File: src/rtl/countdown_timer.sv
// Two-digit BCD countdown timer with an internal one-second prescaler.
// A preset 00-99 is loaded from switches (digits above 9 clamp to 9) and
// decremented once per tick down to 00, where the timer stops and flags expiry.
// Optional build macro COUNTDOWN_AUTO_RELOAD_EN: at 00 the digits reload from
// the preset register, done pulses and the timer keeps running (periodic mode).
module countdown_timer #(
   parameter int unsigned TICKS_PER_SEC = 50_000_000,
   parameter int unsigned PRESC_W       = 26
) (
   input  logic       fastclock,
   input  logic       clear,
   input  logic       load,
   input  logic [3:0] load_tens,
   input  logic [3:0] load_ones,
   input  logic       start,
   input  logic       pause,
   output logic [3:0] tens,
   output logic [3:0] ones,
   output logic       running,
   output logic       done,
   output logic       expired
);

   localparam logic [PRESC_W-1:0] PrescReload = PRESC_W'(TICKS_PER_SEC - 1);

   typedef enum logic [1:0] {StIdle, StRun, StPause, StDone} state_e;

   state_e             state_q;
   logic [3:0]         tens_q, ones_q;
   logic [PRESC_W-1:0] presc_q;
   logic               running_q, done_q, expired_q;
`ifdef COUNTDOWN_AUTO_RELOAD_EN
   // Preset is only ever read back by the periodic reload.
   logic [3:0]         pre_tens_q, pre_ones_q;
`endif

   logic [3:0] clamp_tens, clamp_ones;
   logic [3:0] dec_tens, dec_ones;
   logic       count_zero, count_last, tick;

   // Clamp switch digits, BCD decrement with borrow, status decodes.
   always_comb begin
      clamp_tens = (load_tens > 4'd9) ? 4'd9 : load_tens;
      clamp_ones = (load_ones > 4'd9) ? 4'd9 : load_ones;
      dec_tens   = tens_q;
      dec_ones   = ones_q - 4'd1;
      if (ones_q == 4'd0) begin
         dec_ones = 4'd9;
         dec_tens = tens_q - 4'd1;
      end
      count_zero = (tens_q == 4'd0) && (ones_q == 4'd0);
      count_last = (tens_q == 4'd0) && (ones_q == 4'd1);
      tick       = (presc_q == '0);
   end

   // Control FSM, prescaler and digit registers; every output is a register.
   always_ff @(posedge fastclock) begin
      if (clear) begin
         state_q    <= StIdle;
         tens_q     <= 4'd0;
         ones_q     <= 4'd0;
         presc_q    <= PrescReload;
         running_q  <= 1'b0;
         done_q     <= 1'b0;
         expired_q  <= 1'b0;
`ifdef COUNTDOWN_AUTO_RELOAD_EN
         pre_tens_q <= 4'd0;
         pre_ones_q <= 4'd0;
`endif
      end else begin
         done_q <= 1'b0;
         case (state_q)
            StRun: begin
               // Pause first; a terminal tick below overrides it.
               if (pause) begin
                  state_q   <= StPause;
                  running_q <= 1'b0;
               end
               if (tick) begin
                  presc_q <= PrescReload;
                  if (count_last) begin
                     done_q <= 1'b1;
`ifdef COUNTDOWN_AUTO_RELOAD_EN
                     tens_q <= pre_tens_q;
                     ones_q <= pre_ones_q;
`else
                     tens_q    <= 4'd0;
                     ones_q    <= 4'd0;
                     state_q   <= StDone;
                     running_q <= 1'b0;
                     expired_q <= 1'b1;
`endif
                  end else begin
                     tens_q <= dec_tens;
                     ones_q <= dec_ones;
                  end
               end else begin
                  presc_q <= presc_q - 1'b1;
               end
            end
            default: begin
               // IDLE, PAUSE, DONE: load has priority over start.
               if (load) begin
                  tens_q     <= clamp_tens;
                  ones_q     <= clamp_ones;
`ifdef COUNTDOWN_AUTO_RELOAD_EN
                  pre_tens_q <= clamp_tens;
                  pre_ones_q <= clamp_ones;
`endif
                  state_q    <= StIdle;
                  expired_q  <= 1'b0;
                  presc_q    <= PrescReload;
               end else if (start && (state_q != StDone) && !count_zero) begin
                  // Resuming from PAUSE keeps the partial second.
                  if (state_q == StIdle) presc_q <= PrescReload;
                  state_q   <= StRun;
                  running_q <= 1'b1;
               end
            end
         endcase
      end
   end

   assign tens    = tens_q;
   assign ones    = ones_q;
   assign running = running_q;
   assign done    = done_q;
   assign expired = expired_q;

endmodule

File: config.mk
export PLATFORM = sky130hd
export DESIGN_NAME = countdown_timer
export DESIGN_NICKNAME = d
export VERILOG_FILES = /design/src/rtl/countdown_timer.sv
export SDC_FILE = /design/constraint.sdc
export NUM_CORES = 1
export LEC_CHECK = 0
export CORE_UTILIZATION = 50
export DETAILED_ROUTE_END_ITERATION = 10
export GPL_ROUTABILITY_DRIVEN = 0
export PLACE_DENSITY = 0.77
export SLEW_MARGIN = 0
export SYNTH_ARGS = -nofsm -noshare
export SYNTH_HDL_FRONTEND = slang
export SYNTH_SLANG_ARGS = --single-unit
File: constraint.sdc
create_clock -name fastclock -period 3.3 [get_ports fastclock]
set_input_delay 0.33 -clock fastclock [delete_from_list [all_inputs] [get_ports fastclock]]
set_output_delay 0.33 -clock fastclock [all_outputs]
set_load 0.02 [all_outputs]
==> key figures, run 1 <==
Synthesis
  – Number of standard cells after synthesis: 257
  – Synthesized-area fraction occupied by and/or/nand/nor cells: 26.5%
  – Post-Syn Nets: 273
  – Yosys top cell by area: sky130_fd_sc_hd__dfxtp_1
  – Prevailing post-synth register cell: sky130_fd_sc_hd__dfxtp_1
  – Average instance area after synthesis: 8.42 µm²
  – Number of distinct library cells after synthesis: 54
  – Sequential-to-total area share from yosys stat: 36.1%
  – Netlist Area Pre-Place: 0.00216 mm²
  – Compound-Gate Fraction of Synth Area: 21.6%
  – Count of state elements after synthesis: 39
  – Largest family of logic cells by synthesized area: simple AND/OR/NAND/NOR gates
  – Number of enable flip-flop cells after synthesis: 0
  – Fraction of registers with async set/reset: 0%
  – Synth Area in XOR/XNOR: 7.28%
  – Yosys warning total: 0
  – Adder-Cell Fraction of Synth Area: 1.73%
  – Largest cells by area after synthesis: sky130_fd_sc_hd__dfxtp_1 36%, sky130_fd_sc_hd__xnor2_1 4.9%, sky130_fd_sc_hd__or4_1 3.8%
  – Multiplexer share of the synthesized area: 1.45%
  – Area share of the largest cell type after synthesis: 36.1%

Cells and area
  – Sequential cell area: 781 µm²
  – Synthesis-to-layout area growth: 17.1%
  – Most frequent cells in the layout: 39 x sky130_fd_sc_hd__dfxtp_1, 23 x sky130_fd_sc_hd__clkdlybuf4s50_1, 15 x sky130_fd_sc_hd__nor2_1
  – Count of filler cells inserted in the layout: 356
  – Count of antenna diodes in the layout: 0
  – Area of combinational cells with multiple inputs: 0.00127 mm²
  – Number of nets in the finished design: 292
  – Non-Filler Cell Area, Final: 0.00253 mm²
  – Most common library cell in the layout ignoring fill and taps: sky130_fd_sc_hd__dfxtp_1
  – Share of post-route cells with drive strength above 1: 9.75%

Floorplan
  – Die Area: 0.00460 mm²
  – Number of top-level design ports: 24
  – Number of placement rows: 23
  – Die Width: 67.8 µm
  – Initial core utilization: 53.0%
  – Placeable core region: 0.00409 mm²
  – Height of the chip: 67.8 µm

Status
  – Run status: completed

STA
  – Final slew viol count: 0
  – Worst-Margin Slew: 631 ps
  – Highest attainable clock frequency: 369 MHz
  – Hold Slack: 516 ps
  – Fraction of the cycle the final worst path needs: 82.1%
  – Hold Violations, Final: 0
  – Setup clock skew after layout: 9.19 ps
  – Total Neg Setup Slack: 0 ps
  – Count of final setup violators: 0
  – RSZ-0062 raised after global routing: false
  – Worst-case headroom to the max-slew limit: 57.4%
  – Fin crit period: 2710 ps

Drt
  – Routed WL per cell: 15.6 µm
  – Total number of vias: 2014
  – Antenna Violating Nets Remaining: 0
  – Detailed Route Iter0 Violations: 125
  – Wirelength, routed: 5100 µm
  – Number of design rule violations left after detail routing: 0
  – First-pass iteration count of the detailed router: 4
  – Vias/cell: 6.16

CTS
  – Clk Latency, worst-skew pair: 300 ps
  – Number of buffers added to fix hold violations after cts: 0
  – Clock Sinks: 39
  – Buffers from clock root to sink, at most: 2
  – CTS-repair resized insts: 0
  – Clock root buffer master: sky130_fd_sc_hd__clkbuf_8
  – Clock-pin slew of the registers on the worst-case setup and hold paths: 70 ps
  – Clock H-tree levels: 2
  – Number of CTS-inserted buffers: 5
  – TritonCTS clock tree: built
  – Post CTS Setup Buffer Count: 0

Placement
  – Final HPWL from detailed placement: 3550 µm
  – Number of port buffers: 23
  – Placed instance area: 0.00243 mm²

Setup path
  – Top fanout value on the critical path: 9
  – Register-to-register setup slack: 590 ps
  – Worst setup path category: flip-flop to flip-flop
  – FF-to-FF Start: tens[1]$_SDFFE_PP0P_
  – Required arrival time at the worst endpoint: 3480 ps
  – Arrival @ worst endpoint: 2890 ps
  – Critical path capture point type: flip-flop
  – Reg2Reg Capture Point: presc_q[15]$_SDFFE_PP1P_
  – Worst Reg2Reg Path Length in Cells: 7
  – CP startpoint kind: flip-flop

Power and ir drop
  – Worst VDD drop: 0.304 mV
  – Power density normalized to cell area: 422 mW/mm²
  – Static leakage: 0.838 nW

Global routing
  – GRT Util Overall: 24.8%
  – Number of global-route vias before repair: 1803
  – Maximum number of pins on one net before global-route repair: 23
  – Number of antenna violations at the first check in global routing: 0
  – First-pass GRT wire length: 8510 µm
  – GRT Residual Overflow: 0

Worst hold path
  – Worst hold path type: flip-flop to flip-flop
  – Depth of the worst hold-timing path: 2
  – WHS Endpoint: expired$_SDFFE_PP0P_
  – Critical hold path startpoint: expired$_SDFFE_PP0P_

Run
  – Max capacitance violation total: 0
==> critical path, cell delays in order, from the launching register on <==
cell,delay (ps)
sky130_fd_sc_hd__dfxtp_1,340
sky130_fd_sc_hd__inv_1,90
sky130_fd_sc_hd__ha_1,190
sky130_fd_sc_hd__or3b_2,530
sky130_fd_sc_hd__o211a_2,350
sky130_fd_sc_hd__or2_2,330
sky130_fd_sc_hd__o21a_1,230
sky130_fd_sc_hd__or4_1,530
==> metal layers <==
metal | up-vias | global-route usage, % | wire length (µm)
met3 | 6 | 5.24 | 220
met5 | - | 0 | 0
met1 | 956 | 37.2 | 2620
met4 | 0 | 8.33 | 73
met2 | 42 | 34.4 | 2180
li1 | 1010 | - | -
==> kinds of logic (layout without fill, tap and decap cells) <==
logic type	after synthesis	after routing
AND/OR/NAND/NOR	100	100
AO/OA/AOI/OAI	66	66
flip-flops	39	39
buffers and inverters	28	48
XOR/XNOR	18	18
adder cells (fa/ha/maj)	3	3
multiplexers	3	3
==> how the worst max path moves through the flow <==
stage | startpoint | endpoint | slack (ps) | depth (start not counted)
floorplan | tens[0]$_SDFFE_PP0P_ | presc_q[15]$_SDFFE_PP1P_ | 490 | 10
global placement | tens[0]$_SDFFE_PP0P_ | presc_q[15]$_SDFFE_PP1P_ | 670 | 7
detailed placement | tens[1]$_SDFFE_PP0P_ | presc_q[15]$_SDFFE_PP1P_ | 620 | 7
CTS | tens[0]$_SDFFE_PP0P_ | presc_q[15]$_SDFFE_PP1P_ | 600 | 7
global route | tens[1]$_SDFFE_PP0P_ | presc_q[1]$_SDFFE_PP1P_ | 440 | 8
finish | tens[1]$_SDFFE_PP0P_ | presc_q[15]$_SDFFE_PP1P_ | 590 | 7
==> registers in the layout (all words and copies together), names as in the netlist <==
signal	flops
running	1
ones	4
done	1
expired	1
presc_q	26
tens	4
state_q	2
==> per-stage QoR <==
stage / total power, W / utilization, % / std cells / worst slack, ps
finish: 0.00107 / 62.0 / 327 / 592
global route: 0.00112 / 62.0 / 327 / 441
CTS: 0.00107 / 62.0 / 327 / 601
detailed placement: 0.000719 / 59.6 / 319 / 617
global placement: 0.000716 / 59.6 / 319 / 669
floorplan: 0.000645 / - / 257 / 494
==> synthesized netlist by cell type, types with 2 or more instances <==
| cell type | instances |
|---|---|
| sky130_fd_sc_hd__a2111oi_0 | 5 |
| sky130_fd_sc_hd__a211oi_1 | 7 |
| sky130_fd_sc_hd__a21oi_1 | 6 |
| sky130_fd_sc_hd__a31oi_1 | 5 |
| sky130_fd_sc_hd__and3_1 | 2 |
| sky130_fd_sc_hd__buf_2 | 3 |
| sky130_fd_sc_hd__clkbuf_1 | 15 |
| sky130_fd_sc_hd__dfxtp_1 | 39 |
| sky130_fd_sc_hd__ha_1 | 3 |
| sky130_fd_sc_hd__inv_1 | 9 |
| sky130_fd_sc_hd__mux2i_1 | 2 |
| sky130_fd_sc_hd__nand2_1 | 9 |
| sky130_fd_sc_hd__nand2b_1 | 3 |
| sky130_fd_sc_hd__nand3_1 | 14 |
| sky130_fd_sc_hd__nand4_1 | 8 |
| sky130_fd_sc_hd__nor2_1 | 15 |
| sky130_fd_sc_hd__nor3_1 | 13 |
| sky130_fd_sc_hd__nor4_1 | 2 |
| sky130_fd_sc_hd__o2111ai_1 | 2 |
| sky130_fd_sc_hd__o211ai_1 | 8 |
| sky130_fd_sc_hd__o21a_1 | 3 |
| sky130_fd_sc_hd__o21ai_0 | 12 |
| sky130_fd_sc_hd__o21ai_1 | 2 |
| sky130_fd_sc_hd__o31ai_1 | 5 |
| sky130_fd_sc_hd__or2_2 | 4 |
| sky130_fd_sc_hd__or3_1 | 7 |
| sky130_fd_sc_hd__or4_1 | 11 |
| sky130_fd_sc_hd__xnor2_1 | 12 |
| sky130_fd_sc_hd__xor2_1 | 6 |
==> layout make-up <==
class / instances / share of cell area, %
multi-input combinational: 190 / 50.0
sequential: 39 / 30.8
timing repair buffer: 31 / 11.5
clock buffer: 8 / 3.95
tap: 50 / 2.47
inverter: 9 / 1.33
==> where the power goes <==
| group | switching [W] | leakage (nW) | internal [W] |
|---|---|---|---|
| Clock | 0.000168 | 0.0515 | 0.000191 |
| Sequential | 0.0000185 | 0.317 | 0.000485 |
| Combinational | 0.000119 | 0.469 | 0.0000887 |
(Power assumes the default switching activity.)
==> run 2: changes to the inputs <==
Settings changed: PLACE_DENSITY 0.77 to 0.8.
Clock period 3.3 ns to 2.4 ns, I/O delays scaled along.
==> key figures, run 2 (synthesized netlist as in run 1, its figures left out) <==
Global routing
  – Met1 Track Usage GR: 37.0% (was 37.2%)
  – First-pass GRT wire length: 8900 µm (was 8510 µm)
  – Global-route met3 utilization: 4.05% (was 5.24%)
  – Number of global-route vias before repair: 1943 (was 1803)
  – Busiest layer in global routing: met2 (was met1)
  – Number of antenna violations at the first check in global routing: 0 (unchanged)
  – GRT Residual Overflow: 0 (unchanged)
  – GRT Util Overall: 26.0% (was 24.8%)
  – Maximum number of pins on one net before global-route repair: 22 (was 23)
  – GRT met2 Usage: 38.5% (was 34.4%)

Setup path
  – Critical path capture point type: flip-flop (unchanged)
  – Slowest Stage Delay on Critical Path: 510 ps (was 530 ps)
  – Critical path cell sequence: inv_4 > ha_4 > or3b_4 > o211a_4 > or2_4 > o21a_2 > or4_1 (was inv_1 > ha_1 > or3b_2 > o211a_2 > or2_2 > o21a_1 > or4_1)
  – Max stage delay cell, worst path: sky130_fd_sc_hd__or4_1 (was sky130_fd_sc_hd__or3b_2)
  – Required arrival time at the worst endpoint: 2570 ps (was 3480 ps)
  – Top fanout value on the critical path: 9 (unchanged)
  – Arrival @ worst endpoint: 2510 ps (was 2890 ps)
  – Worst path buffer plus inverter count: 1 (unchanged)
  – Worst setup path category: flip-flop to flip-flop (unchanged)
  – Start point of the critical path: tens[1]$_SDFFE_PP0P_ (unchanged)
  – FF-to-FF Start: tens[1]$_SDFFE_PP0P_ (unchanged)
  – CP startpoint kind: flip-flop (unchanged)
  – Family of cells with the greatest summed delay on the critical path: simple AND/OR/NAND/NOR gates (unchanged)

Drt
  – Routed WL per cell: 15.3 µm (was 15.6 µm)
  – Wirelength, routed: 5350 µm (was 5100 µm)
  – Number of design rule violations left after detail routing: 0 (unchanged)
  – Total number of vias: 2131 (was 2014)
  – First-pass iteration count of the detailed router: 5 (was 4)
  – Antenna Violating Nets Remaining: 0 (unchanged)
  – Vias/cell: 6.11 (was 6.16)
  – Detailed Route Iter0 Violations: 166 (was 125)

Cells and area
  – Most common library cell in the layout ignoring fill and taps: sky130_fd_sc_hd__dfxtp_1 (unchanged)
  – Most frequent cells in the layout: 36 x sky130_fd_sc_hd__dfxtp_1, 30 x sky130_fd_sc_hd__buf_4, 23 x sky130_fd_sc_hd__clkdlybuf4s50_1 (was 39 x sky130_fd_sc_hd__dfxtp_1, 23 x sky130_fd_sc_hd__clkdlybuf4s50_1, 15 x sky130_fd_sc_hd__nor2_1)
  – Flip-flop count of the largest register, all copies and words added: 26 (unchanged)
  – Share of post-route cells with drive strength above 1: 20.1% (was 9.75%)
  – Synthesis-to-layout area growth: 27.8% (was 17.1%)
  – Post-Route Utilization: 67.7% (was 62.0%)
  – Count of antenna diodes in the layout: 0 (unchanged)
  – Number of nets in the finished design: 314 (was 292)
  – Top register by number of flip-flops: presc_q (unchanged)

Worst hold path
  – Worst hold path type: flip-flop to flip-flop (unchanged)
  – Critical hold path startpoint: expired$_SDFFE_PP0P_ (unchanged)

Placement
  – Final HPWL from detailed placement: 3850 µm (was 3550 µm)
  – Number of port buffers: 23 (unchanged)
  – Worst setup slack after placement: 15.3 ps (was 617 ps)

STA
  – Fin crit period: 2330 ps (was 2710 ps)
  – Hold Violations, Final: 0 (unchanged)
  – Final slew viol count: 0 (unchanged)
  – Highest attainable clock frequency: 429 MHz (was 369 MHz)
  – Setup clock skew after layout: 11.9 ps (was 9.19 ps)
  – Final worst-path setup slack: 68.0 ps (was 592 ps)
  – RSZ-0062 raised after global routing: false (unchanged)
  – Fraction of the cycle the final worst path needs: 97.2% (was 82.1%)
  – Worst-case headroom to the max-slew limit: 56.3% (was 57.4%)
  – Count of final setup violators: 0 (unchanged)
  – Worst-Margin Slew: 655 ps (was 631 ps)

CTS
  – Clk Latency, worst-skew pair: 300 ps (about the same)
  – Clock root buffer master: sky130_fd_sc_hd__clkbuf_8 (unchanged)
  – Clock Sinks: 39 (unchanged)
  – Buffers from clock root to sink, at most: 2 (unchanged)
  – TritonCTS clock tree: built (unchanged)
  – Clock H-tree levels: 2 (unchanged)
  – Clock-pin slew of the registers on the worst-case setup and hold paths: 80 ps (was 70 ps)
  – Number of CTS-inserted buffers: 5 (unchanged)

Power and ir drop
  – Static leakage: 0.951 nW (was 0.838 nW)
  – Power density normalized to cell area: 571 mW/mm² (was 422 mW/mm²)
  – Worst VDD drop: 0.409 mV (was 0.304 mV)

Floorplan
  – Initial core utilization: 53.0% (unchanged)
  – Placeable core region: 0.00409 mm² (unchanged)
  – Die Area: 0.00460 mm² (unchanged)
  – Die Width: 67.8 µm (unchanged)
  – Height of the chip: 67.8 µm (unchanged)
  – Number of placement rows: 23 (unchanged)
  – Number of top-level design ports: 24 (unchanged)

Status
  – Run status: completed (unchanged)

Run
  – Max capacitance violation total: 0 (unchanged)
-- run 2: path summary, 6_finish.rpt --
check / to / slack [ps] / cells past startpoint
hold reg to reg: expired$_SDFFE_PP0P_ / 500 / 2
setup / recovery: presc_q[15]$_SDFFE_PP1P_ / 70 / 7
setup reg to reg: presc_q[15]$_SDFFE_PP1P_ / 70 / 7
hold / removal: expired$_SDFFE_PP0P_ / 500 / 2
-- run 2: per-layer routing --
layer,wire (µm),up-vias
li1,-,1059
met1,2690,1010
met2,2310,53
met3,241,9
met4,103,0
met5,0,-
-- run 2: cell type report --
class	count	area (µm²)
fill	339	1320
timing repair buffer	53	455
tap	50	62.6
multi-input combinational	190	1310
inverter	9	36.3
clock buffer	6	72.6
clock inverter	2	37.5
sequential	39	790
-- run 2: power breakdown --
part	leakage (nW)	internal (W)	switching, W
logic	0.582	0.000160	0.000190
clock network	0.0514	0.000310	0.000232
registers	0.318	0.000667	0.0000184
total	0.951	0.00114	0.000441
-- run 2: stage by stage --
| step | setup TNS (ps) | power [W] | hold WS [ps] | area (µm²) | instances |
|---|---|---|---|---|---|
| floorplan | -99.0 | 0.000918 | 345 | 2230 | 257 |
| global placement | 0 | 0.00104 | 477 | 2640 | 341 |
| detailed placement | 0 | 0.00104 | 484 | 2640 | 341 |
| CTS | 0 | 0.00159 | 506 | 2750 | 349 |
| global route | 0 | 0.00165 | 546 | 2770 | 349 |
| finish | 0 | 0.00158 | 501 | 2770 | 349 |
-- run 2: what timing repair did --
| action | in CTS | in global routing |
|---|---|---|
| setup buffers | 0 | 0 |
| resized for setup | 0 | 8 |
| setup endpoints to repair | 0 | 22 |
| hold buffers | 0 | 0 |
-- run 2: worst min-delay path: cells and delay by family, from the launching register on --
family / cells / cell delay [ps]
flip-flops: 1 / 340
AND/OR/NAND/NOR: 1 / 70
AO/OA/AOI/OAI: 1 / 60
==> run 3: changes to the inputs <==
Settings changed: PLACE_DENSITY 0.8 to 0.75.
==> key figures, run 3 (synthesized netlist as in run 1, its figures left out) <==
CTS
  – Buffers from clock root to sink, at most: 2 (unchanged)
  – TritonCTS clock tree: built (unchanged)
  – Clock root buffer master: sky130_fd_sc_hd__clkbuf_8 (unchanged)
  – Clock Sinks: 39 (unchanged)
  – Clock-pin slew of the registers on the worst-case setup and hold paths: 80 ps (about the same)
  – Clock H-tree levels: 2 (unchanged)
  – Clk Latency, worst-skew pair: 310 ps (was 300 ps)
  – Number of CTS-inserted buffers: 5 (unchanged)

Power and ir drop
  – Sequential Power Share: 45.5% (was 43.4%)
  – Combinational share of power: 22.6% (was 22.2%)
  – Net load switching power: 0.000453 W (was 0.000441 W)
  – Clock group share of total power: 31.9% (was 34.4%)
  – Switching part of the total: 30.0% (was 28.0%)
  – Static leakage: 0.948 nW (was 0.951 nW)
  – Cell internal power dissipation: 0.00106 W (was 0.00114 W)
  – Worst VDD drop: 0.322 mV (was 0.409 mV)
  – Power density normalized to cell area: 548 mW/mm² (was 571 mW/mm²)

Run
  – Max capacitance violation total: 0 (unchanged)

STA
  – Worst-Margin Slew: 649 ps (was 655 ps)
  – RSZ-0062 raised after global routing: true (was false)
  – Fin crit period: 2390 ps (was 2330 ps)
  – Final slew viol count: 0 (unchanged)
  – Hold Violations, Final: 0 (unchanged)
  – Hold Slack: 504 ps (was 501 ps)
  – Total Neg Setup Slack: 0 ps (unchanged)
  – Fraction of the cycle the final worst path needs: 99.6% (was 97.2%)
  – Setup clock skew after layout: 9.37 ps (was 11.9 ps)
  – Highest attainable clock frequency: 418 MHz (was 429 MHz)
  – Count of final setup violators: 0 (unchanged)
  – Worst-case headroom to the max-slew limit: 56.7% (was 56.3%)

Drt
  – Wirelength, routed: 5320 µm (was 5350 µm)
  – Total number of vias: 2133 (was 2131)
  – Antenna Violating Nets Remaining: 0 (unchanged)
  – Routed WL per cell: 15.3 µm (about the same)
  – Detailed Route Iter0 Violations: 184 (was 166)
  – Vias/cell: 6.13 (was 6.11)
  – Number of design rule violations left after detail routing: 0 (unchanged)
  – First-pass iteration count of the detailed router: 4 (was 5)

Global routing
  – Maximum number of pins on one net before global-route repair: 22 (unchanged)
  – GRT Util Overall: 25.8% (was 26.0%)
  – Number of antenna violations at the first check in global routing: 0 (unchanged)
  – Number of global-route vias before repair: 1920 (was 1943)
  – First-pass GRT wire length: 8800 µm (was 8900 µm)
  – GRT Residual Overflow: 0 (unchanged)

Cells and area
  – Synthesis-to-layout area growth: 27.2% (was 27.8%)
  – Most frequent cells in the layout: 36 x sky130_fd_sc_hd__dfxtp_1, 29 x sky130_fd_sc_hd__buf_4, 23 x sky130_fd_sc_hd__clkdlybuf4s50_1 (was 36 x sky130_fd_sc_hd__dfxtp_1, 30 x sky130_fd_sc_hd__buf_4, 23 x sky130_fd_sc_hd__clkdlybuf4s50_1)
  – Count of antenna diodes in the layout: 0 (unchanged)
  – Number of nets in the finished design: 313 (was 314)
  – Post-route insts no fill: 348 (was 349)
  – Top register by number of flip-flops: presc_q (unchanged)
  – Count of filler cells inserted in the layout: 353 (was 339)
  – Most common library cell in the layout ignoring fill and taps: sky130_fd_sc_hd__dfxtp_1 (unchanged)
  – Flip-flop count of the largest register, all copies and words added: 26 (unchanged)
  – Share of post-route cells with drive strength above 1: 20.5% (was 20.1%)

Worst hold path
  – Worst hold path type: flip-flop to flip-flop (unchanged)

Floorplan
  – Number of top-level design ports: 24 (unchanged)
  – Height of the chip: 67.8 µm (unchanged)
  – Number of placement rows: 23 (unchanged)
  – Initial core utilization: 53.0% (unchanged)
  – Die Width: 67.8 µm (unchanged)
  – Die Area: 0.00460 mm² (unchanged)
  – Placeable core region: 0.00409 mm² (unchanged)

Setup path
  – Capturing instance or port of the critical path: tens[1]$_SDFFE_PP0P_ (was presc_q[15]$_SDFFE_PP1P_)
  – Critical path cell sequence: or4_1 > or4_4 > buf_4 > nor2_1 > a31oi_1 > mux2_2 (was inv_4 > ha_4 > or3b_4 > o211a_4 > or2_4 > o21a_2 > or4_1)
  – CP startpoint kind: flip-flop (unchanged)
  – Top fanout value on the critical path: 4 (was 9)
  – Slowest Stage Delay on Critical Path: 570 ps (was 510 ps)
  – Reg2Reg Capture Point: tens[1]$_SDFFE_PP0P_ (was presc_q[15]$_SDFFE_PP1P_)
  – Worst path buffer plus inverter count: 1 (unchanged)
  – Family of cells with the greatest summed delay on the critical path: simple AND/OR/NAND/NOR gates (unchanged)
  – Count of cell instances traversed by the critical path: 6 (was 7)
  – Register-to-register setup slack: 9 ps (was 70 ps)
  – FF-to-FF Start: presc_q[5]$_SDFFE_PP1P_ (was tens[1]$_SDFFE_PP0P_)
  – Arrival @ worst endpoint: 2580 ps (was 2510 ps)
  – Worst Reg2Reg Path Length in Cells: 6 (was 7)
  – Required arrival time at the worst endpoint: 2590 ps (was 2570 ps)
  – Start point of the critical path: presc_q[5]$_SDFFE_PP1P_ (was tens[1]$_SDFFE_PP0P_)
  – Critical path capture point type: flip-flop (unchanged)
  – Max stage delay cell, worst path: sky130_fd_sc_hd__or4_1 (unchanged)
  – Worst setup path category: flip-flop to flip-flop (unchanged)

Placement
  – Final HPWL from detailed placement: 3840 µm (was 3850 µm)
  – Post-placement cell count: 340 (was 341)
  – Number of port buffers: 23 (unchanged)

Status
  – Run status: completed (unchanged)
-- run 3: final cells by class --
| cell class | count | area, µm² | area share (%) |
|---|---|---|---|
| flip-flops and latches | 39 | 790 | 28.7 |
| inverters | 9 | 36.3 | 1.32 |
| clock inverters | 2 | 15.0 | 0.545 |
| clock buffers | 6 | 82.6 | 3.00 |
| well taps | 50 | 62.6 | 2.27 |
| repair buffers | 52 | 448 | 16.3 |
| multi-input cells | 190 | 1320 | 47.9 |
-- run 3: what timing repair did --
| item | in CTS | in global routing |
|---|---|---|
| resized for setup | 1 | 7 |
| hold buffers | 0 | 0 |
| endpoints found under the setup margin | 1 | 17 |
| pin swaps | 0 | 1 |
| setup buffers | 0 | 0 |
-- run 3: metal layers --
layer / wire length (µm) / vias to the layer above / part of all wire (%) / global-route usage (%)
met5: 0 / - / 0 / 0
met1: 2600 / 992 / 49 / 35.0
li1: - / 1061 / - / -
met4: 88 / 0 / 1.7 / 12.0
met3: 233 / 7 / 4.4 / 4.05
met2: 2400 / 73 / 45 / 39.9
-- run 3: per-stage QoR --
step | cell area (µm²) | power, W | utilization [%] | setup WS [ps]
after floorplan | 2230 | 0.000918 | - | -99.0
after global placement | 2630 | 0.00103 | 64.3 | 46.8
after detailed placement | 2630 | 0.00104 | 64.3 | 16.1
after CTS | 2730 | 0.00152 | 66.8 | 20.1
after global routing | 2750 | 0.00158 | 67.4 | -103
final | 2750 | 0.00151 | 67.4 | 8.94
-- run 3: how the worst min path moves through the flow --
stage               cells after the start                        to                     start
floorplan                               1  presc_q[15]$_SDFFE_PP1P_                     clear
global placement                        2   presc_q[5]$_SDFFE_PP1P_   presc_q[5]$_SDFFE_PP1P_
detailed placement                      2      expired$_SDFFE_PP0P_      expired$_SDFFE_PP0P_
CTS                                     2      expired$_SDFFE_PP0P_      expired$_SDFFE_PP0P_
global route                            2  presc_q[14]$_SDFFE_PP1P_  presc_q[14]$_SDFFE_PP1P_
finish                                  2      expired$_SDFFE_PP0P_      expired$_SDFFE_PP0P_
-- run 3: worst min-delay path, delay by kind of cell (launching register included) --
kind	cells	cell delay, ps
flops	1	340
simple gates	1	70
compound gates	1	60
-- run 3: power by group through the flow --
stage	logic [W]	clock network (W)	registers, W
after floorplan	0.000198	0	0.000720
after global placement	0.000331	0	0.000702
after detailed placement	0.000335	0	0.000702
after CTS	0.000337	0.000493	0.000687
after global routing	0.000368	0.000524	0.000690
final	0.000340	0.000482	0.000687
